==> src/rtl/rr_burst_arbiter_pkg.sv <==
// Shared definitions for the burst arbiter family: FSM encoding and width helpers.
package arb_pkg;

    // Encoding 2'b11 is unused and steers back to IDLE.
    typedef enum logic [1:0] {
        IDLE  = 2'b00,
        GRANT = 2'b01,
        TURN  = 2'b10
    } arb_state_e;

    // Counter width for a value range, never narrower than one bit.
    function automatic int clog2_min1(input int value);
        return (value <= 1) ? 1 : $clog2(value);
    endfunction

endpackage

==> src/rtl/rr_burst_arbiter_if.sv <==
// Request/grant bundle between the requesters (master) and the arbiter (slave).
// 'release' is a language keyword, so the release vector is carried as 'rel'.
interface rr_burst_arbiter_if #(
    parameter int N   = 3,
    parameter int IDW = $clog2(N)
);
    logic [N-1:0]   req;
    logic [N-1:0]   rel;
    logic [N-1:0]   gnt;
    logic           gnt_valid;
    logic [IDW-1:0] gnt_id;
    logic           expired;

    modport master (
        output req, rel,
        input  gnt, gnt_valid, gnt_id, expired
    );

    modport slave (
        input  req, rel,
        output gnt, gnt_valid, gnt_id, expired
    );
endinterface

==> src/rtl/rr_burst_arbiter_pick.sv <==
// Rotating-priority find-first: first set request at or above ptr_i, wrapping modulo N.
module rr_pick #(
    parameter int N   = 3,
    parameter int IDW = $clog2(N)
) (
    input  logic [N-1:0]   req_i,
    input  logic [IDW-1:0] ptr_i,
    output logic           found_o,
    output logic [IDW-1:0] idx_o
);

    // Walk the N candidate positions starting at the pointer; keep the first hit.
    always_comb begin
        // NOTE: every output gets a default before the loop so no path leaves it unassigned (no latch).
        found_o = 1'b0;
        idx_o   = '0;
        for (int i = 0; i < N; i++) begin
            logic [IDW-1:0] cand;
            cand = IDW'((int'(ptr_i) + i) % N);
            if (!found_o && req_i[cand]) begin
                found_o = 1'b1;
                idx_o   = cand;
            end
        end
    end

endmodule

==> src/rtl/rr_burst_arbiter.sv <==
// Round-robin bus arbiter with burst ownership, quantum limit and a one-cycle turnaround.
module rr_burst_arbiter
    import arb_pkg::*;
#(
    parameter int N       = 3,
    parameter int QUANTUM = 4
) (
    input logic              clk,
    input logic              reset,
    rr_burst_arbiter_if.slave bus
);

    localparam int IDW = $clog2(N);
    localparam int HCW = clog2_min1(QUANTUM);

    arb_state_e     state_q, state_d;
    logic [IDW-1:0] ptr_q, ptr_d;
    logic [HCW-1:0] hcnt_q, hcnt_d;
    logic [N-1:0]   gnt_q, gnt_d;
    logic [IDW-1:0] gnt_id_q, gnt_id_d;
    logic           gnt_valid_q;
    logic           expired_q, expired_d;

    logic           pick_found;
    logic [IDW-1:0] pick_idx;

    logic           end_rel;
    logic           end_drop;
    logic           end_quantum;

    rr_pick #(
        .N   (N),
        .IDW (IDW)
    ) u_pick (
        .req_i   (bus.req),
        .ptr_i   (ptr_q),
        .found_o (pick_found),
        .idx_o   (pick_idx)
    );

    // Burst end causes for the current owner; only the owner's release bit matters.
    always_comb begin
        end_rel     = bus.rel[gnt_id_q];
        end_drop    = !bus.req[gnt_id_q];
        end_quantum = (hcnt_q == HCW'(QUANTUM - 1));
    end

    // Next-state and next-output logic for the IDLE/GRANT/TURN controller.
    always_comb begin
        state_d   = state_q;
        ptr_d     = ptr_q;
        hcnt_d    = hcnt_q;
        gnt_d     = gnt_q;
        gnt_id_d  = gnt_id_q;
        expired_d = 1'b0;

        unique case (state_q)
            IDLE, TURN: begin
                if (pick_found) begin
                    state_d         = GRANT;
                    gnt_d           = '0;
                    gnt_d[pick_idx] = 1'b1;
                    gnt_id_d        = pick_idx;
                    ptr_d           = (pick_idx == IDW'(N - 1)) ? '0 : pick_idx + 1'b1;
                    hcnt_d          = '0;
                end else begin
                    state_d = IDLE;
                    gnt_d   = '0;
                end
            end
            GRANT: begin
                if (end_rel || end_drop || end_quantum) begin
                    state_d   = TURN;
                    gnt_d     = '0;
                    hcnt_d    = '0;
                    // Flag the quantum only when it alone forced the handover.
                    expired_d = end_quantum && !end_rel && !end_drop;
                end else begin
                    hcnt_d = hcnt_q + 1'b1;
                end
            end
            default: begin
                state_d = IDLE;
                gnt_d   = '0;
                hcnt_d  = '0;
            end
        endcase
    end

    // State and output registers; synchronous active-low reset wins over everything.
    always_ff @(posedge clk) begin
        // NOTE: registers use non-blocking assignments so all of them see pre-edge values.
        if (!reset) begin
            state_q     <= IDLE;
            ptr_q       <= '0;
            hcnt_q      <= '0;
            gnt_q       <= '0;
            gnt_id_q    <= '0;
            gnt_valid_q <= 1'b0;
            expired_q   <= 1'b0;
        end else begin
            state_q     <= state_d;
            ptr_q       <= ptr_d;
            hcnt_q      <= hcnt_d;
            gnt_q       <= gnt_d;
            gnt_id_q    <= gnt_id_d;
            gnt_valid_q <= |gnt_d;
            expired_q   <= expired_d;
        end
    end

    assign bus.gnt       = gnt_q;
    assign bus.gnt_valid = gnt_valid_q;
    assign bus.gnt_id    = gnt_id_q;
    assign bus.expired   = expired_q;

endmodule
==> src/flat_wrapper.sv <==
// flat-port wrapper written by rule: the top's interface ports become plain ports
module rr_burst_arbiter_flat import arb_pkg::*;
#(
    parameter int N       = 3,
    parameter int QUANTUM = 4
)
  (clk, reset, bus_req, bus_rel, bus_gnt, bus_gnt_valid, bus_gnt_id, bus_expired);
  rr_burst_arbiter_if #(.N(N)) bus_i ();
  input logic clk;
  input logic reset;
  input wire logic [$bits(bus_i.req)-1:0] bus_req;
  input wire logic [$bits(bus_i.rel)-1:0] bus_rel;
  output wire logic [$bits(bus_i.gnt)-1:0] bus_gnt;
  output wire logic [$bits(bus_i.gnt_valid)-1:0] bus_gnt_valid;
  output wire logic [$bits(bus_i.gnt_id)-1:0] bus_gnt_id;
  output wire logic [$bits(bus_i.expired)-1:0] bus_expired;
  assign bus_i.req = bus_req;
  assign bus_i.rel = bus_rel;
  assign bus_gnt = bus_i.gnt;
  assign bus_gnt_valid = bus_i.gnt_valid;
  assign bus_gnt_id = bus_i.gnt_id;
  assign bus_expired = bus_i.expired;
  rr_burst_arbiter #(.N(N), .QUANTUM(QUANTUM)) u_core (.clk(clk), .reset(reset), .bus(bus_i));
endmodule
==> config.mk <==
export PLATFORM = sky130hd
export DESIGN_NAME = rr_burst_arbiter_flat
export DESIGN_NICKNAME = d
export VERILOG_FILES = /design/src/rtl/rr_burst_arbiter_pkg.sv /design/src/rtl/rr_burst_arbiter_if.sv /design/src/rtl/rr_burst_arbiter_pick.sv /design/src/rtl/rr_burst_arbiter.sv /design/src/flat_wrapper.sv
export SDC_FILE = /design/constraint.sdc
export NUM_CORES = 1
export LEC_CHECK = 0
export CAP_MARGIN = 5
export CORE_MARGIN = 5
export CORE_UTILIZATION = 54
export CTS_CLUSTER_DIAMETER = 80
export DETAILED_ROUTE_END_ITERATION = 12
export PLACE_DENSITY = 0.9
export SLEW_MARGIN = 5
export SYNTH_ARGS = -nofsm -noshare
export SYNTH_HDL_FRONTEND = slang
export SYNTH_HIERARCHICAL = 1
export SYNTH_SLANG_ARGS = --single-unit
export TNS_END_PERCENT = 50
==> constraint.sdc <==
create_clock -name clk -period 3.5 [get_ports clk]
set_clock_uncertainty 0.2 [all_clocks]
set_input_delay 0.7 -clock clk [delete_from_list [all_inputs] [get_ports clk]]
set_output_delay 0.7 -clock clk [all_outputs]
set_load 0.05 [all_outputs]
==> results of run 1 <==
[cell usage in the layout (no fill, tap or decap), types with 2 or more instances in the layout]
cell type and n:
mux2i_1 5, ha_1 4, o32ai_1 3, nand3b_1 2, clkbuf_4 3, o211ai_1 2
a31oi_1 3, inv_1 11, o21ai_2 2, dfxtp_1 13, nor2_1 6, nand2_1 8
o21ai_1 5, nor2b_1 8, clkdlybuf4s50_1 14
[power breakdown]
part	internal, W	switching (W)
clock	0.0000441	0.0000446
sequential	0.000195	0.0000442
combinational	0.000218	0.000322
[metal layers]
metal	track usage	up-vias	wire length, um
met1	0.178	318	753
met3	0.0336	4	52
met2	0.236	16	746
met4	0.0538	0	25
li1	-	357	-
met5	0	-	0
[critical path, cell delays in order]
cell and delay (ns):
clkdlybuf4s50_1 0.61, mux2i_1 0.12, o21ai_1 0.27, nand4b_1 0.18, nor2b_1 0.49, nand2_1 0.20, o32ai_1 0.27
[final cells by class]
class | instances | area, um^2 | share of cell area
clock buffers | 4 | 26.3 | 0.0265
inverters | 11 | 41.3 | 0.0416
multi-input cells | 65 | 497 | 0.501
flip-flops and latches | 13 | 260 | 0.262
well taps | 16 | 20.0 | 0.0202
repair buffers | 15 | 148 | 0.149
[cell families (layout without fill, tap and decap cells)]
kind of cell,count (synthesis),after routing,share of synthesized area
AOI/OAI and AO/OA,21,21,0.202
and+or+nand+nor,35,35,0.279
buffers and inverters,14,30,0.0833
muxes,5,5,0.0606
DFF,13,13,0.315
adders and majority gates,4,4,0.0606
[state kept, by name, summed over array words and instances, names as in the netlist]
name,cells
u_core/bus.gnt_id,2
u_core/bus.expired,1
u_core/hcnt_q,2
u_core/bus.gnt_valid,1
u_core/bus.gnt,3
u_core/ptr_q,2
u_core/state_q,2
[stage by stage]
| stage | area [um^2] | total power, W |
|---|---|---|
| 2_1_floorplan | 826 | 0.000672 |
| 3_3_place_gp | 966 | 0.000765 |
| 3_5_place_dp | 966 | 0.000782 |
| 4_1_cts | 992 | 0.000875 |
| 5_1_grt | 992 | 0.000936 |
| 6_report | 992 | 0.000869 |
[worst max path at each step]
stage / from / endpoint / slack [ns] / cells after the start
2_1_floorplan: u_core/ptr_q[0] / u_core/bus.gnt_valid / 1.22 / 9
6_report: bus_req[0] / u_core/bus.gnt[0] / 0.64 / 7
3_5_place_dp: bus_req[0] / u_core/bus.gnt[0] / 0.41 / 7
5_1_grt: bus_req[0] / u_core/bus.gnt[0] / 0.43 / 7
3_3_place_gp: bus_req[0] / u_core/bus.gnt[2] / 0.51 / 7
4_1_cts: bus_req[2] / u_core/bus.gnt[0] / 0.65 / 7
==> flow_metrics.tcl, run 1 <==
set metrics [dict create \
    synth_nets 104 \
    worst_slack_ns 0.643 \
    async_flop_share 0 \
    wl_per_cell_um 12.7 \
    hold_viol_final 0 \
    r2r-end "u_core/bus.gnt[0]" \
    max-vdd-ir-drop_mv 0.504 \
    ys.flop_type "dfxtp_1" \
    ys_top_cells_by_area "dfxtp_1 32%, ha_1 6.1%, mux2i_1 6.1%" \
    antenna_cells 0 \
    period_needed_ns 2.86 \
    post-route-util 0.674 \
    clock_latency_ns 0.27 \
    syn2layout_area_growth_pct 20.2 \
    die-area_mm2 0.00241 \
    grt_pass1_vias 673 \
    worstHoldEndpoint "u_core/hcnt_q[1]" \
    power_leakage_nw 0.366 \
    firstDrtPassIters 4 \
    overflow 0 \
    holdWs_ns 0.255 \
    rsz0062_at_grt "no" \
    antenna_found_initial 0 \
    arrival_ns 2.83 \
    synth_cell_types 32 \
    dp.cells 120 \
    hold_start "u_core/hcnt_q[1]" \
    cts_sinks 13 \
    grt_start_max_net_pins 10 \
    ant_nets 0 \
    synth_edf_count 0 \
    die-width_um 49.1 \
    status "complete, no violations" \
    reg2reg_slack_ns 0.91 \
    critPathLaunchType "primary input" \
    initial_core_util 0.561 \
    reg2regPathDepth 8 \
    setup_viol 0 \
    regToRegStartpoint "u_core/ptr_q[0]" \
    grt_use_total 0.143 \
    cts-buffers-inserted 3 \
    fin_cells 124 \
    final_layout_size_suffix_gt1_frac 0.120 \
    drtIter0Drc 19 \
    path_clk_slew_ns 0.07 \
    hp-class "flip-flop to flip-flop" \
    p_per_area_mw_per_mm2 875 \
    io_pins 15 \
    slew_violations 0 \
    cts.path.max_buffers 2 \
    coreArea_mm2 0.00147 \
    gp_congestion 0.861 \
    fin_crit_sh 0.816 \
    netlist_top_cells_count "13 x dfxtp_1, 11 x inv_1, 8 x nand2_1, 8 x nor2b_1, 6 x nor2_1" \
    place_ws_ns 0.408 \
    cts_setup_buffers 0 \
    routed_via_density 5.60 \
    crit_fanout 8 \
    worstPathRequired_ns 3.47 \
    synth-warning-count 6 \
    rows 14 \
    grt_pass1_wl_um 2840 \
    route.vias.total 695 \
    io_buffers 14 \
    synth.largest_area_cell "dfxtp_1" \
    worstSetupPathType "primary input to flip-flop" \
    cts_root_buffer "clkbuf_4" \
    drv_cap 0 \
    die_y_um 49.1 \
    relSlewSlack 0.631 \
    dp_hpwl_um 1270 \
    ys_seq_area_frac 0.315 \
    nNetsFinal 121 \
    synth_top_area_share 0.315 \
    synth-seq-cells 13 \
    avgSynthCellArea_um2 8.98 \
    timing.fmax_mhz 350 \
    htreeDepth 1 \
    tightestPinTransition_ns 0.553 \
    drc_errors 0 \
    cp-end-kind "flip-flop" \
    nFillCells 129 \
    post_cts_resized 0 \
    yosysMostFrequentCell "dfxtp_1" \
    cts_hold_buf 0 \
    routed_wl_um 1580 \
    syn-cell-area_um2 826 \
    cts_tree "done" \
    hold_depth 2 \
    fin_setup_tns_ns 0 \
    syn_inst 92 \
]
Power figures use the tool's default switching activity.
==> inputs of run 2 (changes only) <==
- CORE_UTILIZATION: 54 -> 45
- PLACE_DENSITY: 0.9 -> 0.81
- clock period: 3.5 -> 2.4 ns (I/O delays scaled with it)
==> flow_metrics.tcl, run 2 (synthesized netlist as in run 1, its figures left out) <==
set metrics [dict create \
    status "complete, no violations" \
    htreeDepth 1 \
    nFillCells 149 \
    p_per_area_mw_per_mm2 1290 \
    grt_start_max_net_pins 10 \
    worstPathRequired_ns 2.37 \
    cts.path.max_buffers 2 \
    tightestPinTransition_ns 0.500 \
    path_clk_slew_ns 0.08 \
    switchingPower_w 0.000660 \
    multi_input_comb_area_um2 515 \
    max_stage_delay_ns 0.32 \
    gp_congestion 0.740 \
    slew_violations 0 \
    die_y_um 52.8 \
    cts_hold_buf 0 \
    swShare 0.451 \
    total_power_w 0.00146 \
    routed_via_density 5.10 \
    cts-buffers-inserted 3 \
    period_needed_ns 2.33 \
    dp_hpwl_um 1430 \
    ant_nets 0 \
    hold_viol_final 0 \
    design_area_mm2 0.00113 \
    wl_per_cell_um 12.4 \
    die-area_mm2 0.00279 \
    drc_errors 0 \
    crit_path_top_delay_cell "dfxtp_1" \
    fin_crit_sh 0.972 \
    routed_wl_um 1830 \
    clock_latency_ns 0.28 \
    antenna_cells 0 \
    cts_root_buffer "clkbuf_4" \
    max-vdd-ir-drop_mv 0.852 \
    setup_viol 0 \
    io_pins 15 \
    arrival_ns 2.31 \
    final_cell_mix "15 x buf_4, 14 x clkdlybuf4s50_1, 12 x dfxtp_1, 11 x inv_1" \
    firstDrtPassIters 4 \
    critPathLaunchType "flip-flop" \
    timing.fmax_mhz 429 \
    cts_tree "done" \
    cts_sinks 13 \
    grt_pass1_wl_um 3020 \
    grt_pass1_vias 747 \
    largest_reg_flops 3 \
    crit_fanout 6 \
    power_leakage_nw 0.438 \
    hp-class "flip-flop to flip-flop" \
    io_buffers 14 \
    layout.area.seq_um2 262 \
    relSlewSlack 0.666 \
    syn2layout_area_growth_pct 36.8 \
    rows 15 \
    drtIter0Drc 9 \
    antenna_found_initial 0 \
    fin_setup_tns_ns 0 \
    initial_core_util 0.478 \
    pwr-share-seq 0.241 \
    worstSetupPathType "flip-flop to flip-flop" \
    final_common_cell "buf_4" \
    drv_cap 0 \
    post-route-util 0.654 \
    route.vias.total 749 \
    grt_use_total 0.147 \
    final_layout_size_suffix_gt1_frac 0.254 \
    die-width_um 52.8 \
    nNetsFinal 135 \
    cp-end-kind "flip-flop" \
    placed_area_mm2 0.00107 \
    pwr-share-comb 0.668 \
    overflow 0 \
    crit_path_cell_trace "buf_4, ha_1, nor2b_1, o21ai_1, nand4b_1, nor2b_1, buf_4, buf_4, a31oi_1, nor2b_1" \
    internal-power_w 0.000803 \
    clock_power_share 0.091 \
    coreArea_mm2 0.00173 \
]
## run 2: cell types whose count changed in the layout (fill, tap and decap cells not counted), sizes merged
| cell | previous run | this run |
|---|---|---|
| clkbuf | 4 | 3 |
| buf | 1 | 15 |
| clkinv | 0 | 1 |
## run 2: worst max-delay path: cells and delay by family (launching register included)
family,cells,cell delay [ns]
flip-flops,1,0.32
adder cells (fa/ha/maj),1,0.27
buffers and inverters,3,0.43
AO/OA/AOI/OAI,2,0.43
AND/OR/NAND/NOR,4,0.59
## run 2: worst paths after layout
path         cells after the start  slack (ns)               end             start
max reg2reg                     10        0.07   u_core/ptr_q[0]   u_core/ptr_q[0]
min                              2        0.26  u_core/hcnt_q[1]  u_core/hcnt_q[1]
max                             10        0.07   u_core/ptr_q[0]   u_core/ptr_q[0]
min reg2reg                      2        0.26  u_core/hcnt_q[1]  u_core/hcnt_q[1]
## run 2: final cells by class
type | count | area share
Clock buffer | 3 | 0.0199
Clock inverter | 1 | 0.00443
Inverter | 11 | 0.0365
Multi-Input combinational cell | 65 | 0.456
Sequential cell | 13 | 0.231
Tap cell | 25 | 0.0277
Timing Repair Buffer | 29 | 0.224
## run 2: stage by stage
stage / worst slack [ns] / hold WS (ns) / instances
floorplan: 0.124 / 0.231 / 92
global placement: -0.0770 / 0.242 / 142
detailed placement: -0.143 / 0.247 / 142
CTS: 0.0112 / 0.258 / 146
global route: -0.000957 / 0.269 / 147
finish: 0.0682 / 0.256 / 147
## run 2: power groups by stage
stage | registers (W) | logic (W) | clock network [W]
2_1_floorplan | 0.000471 | 0.000509 | 0
4_1_cts | 0.000348 | 0.000918 | 0.000137
6_report | 0.000352 | 0.000978 | 0.000133
3_5_place_dp | 0.000352 | 0.000914 | 0
5_1_grt | 0.000363 | 0.00105 | 0.000151
3_3_place_gp | 0.000348 | 0.000885 | 0
## run 2: timing repair
action                                  CTS  global route
endpoints found under the setup margin    0             4
setup buffers                             0             1
gates resized for setup                   0             4
## run 2: routing by layer
| layer | global-route usage | wire, um | up-vias | part of all wire |
|---|---|---|---|---|
| met5 | 0 | 0 | - | 0 |
| met4 | 0.0723 | 13 | 0 | 0.0071 |
| met3 | 0.0256 | 52 | 2 | 0.028 |
| met2 | 0.258 | 970 | 14 | 0.53 |
| met1 | 0.168 | 793 | 353 | 0.43 |
| li1 | - | - | 380 | - |
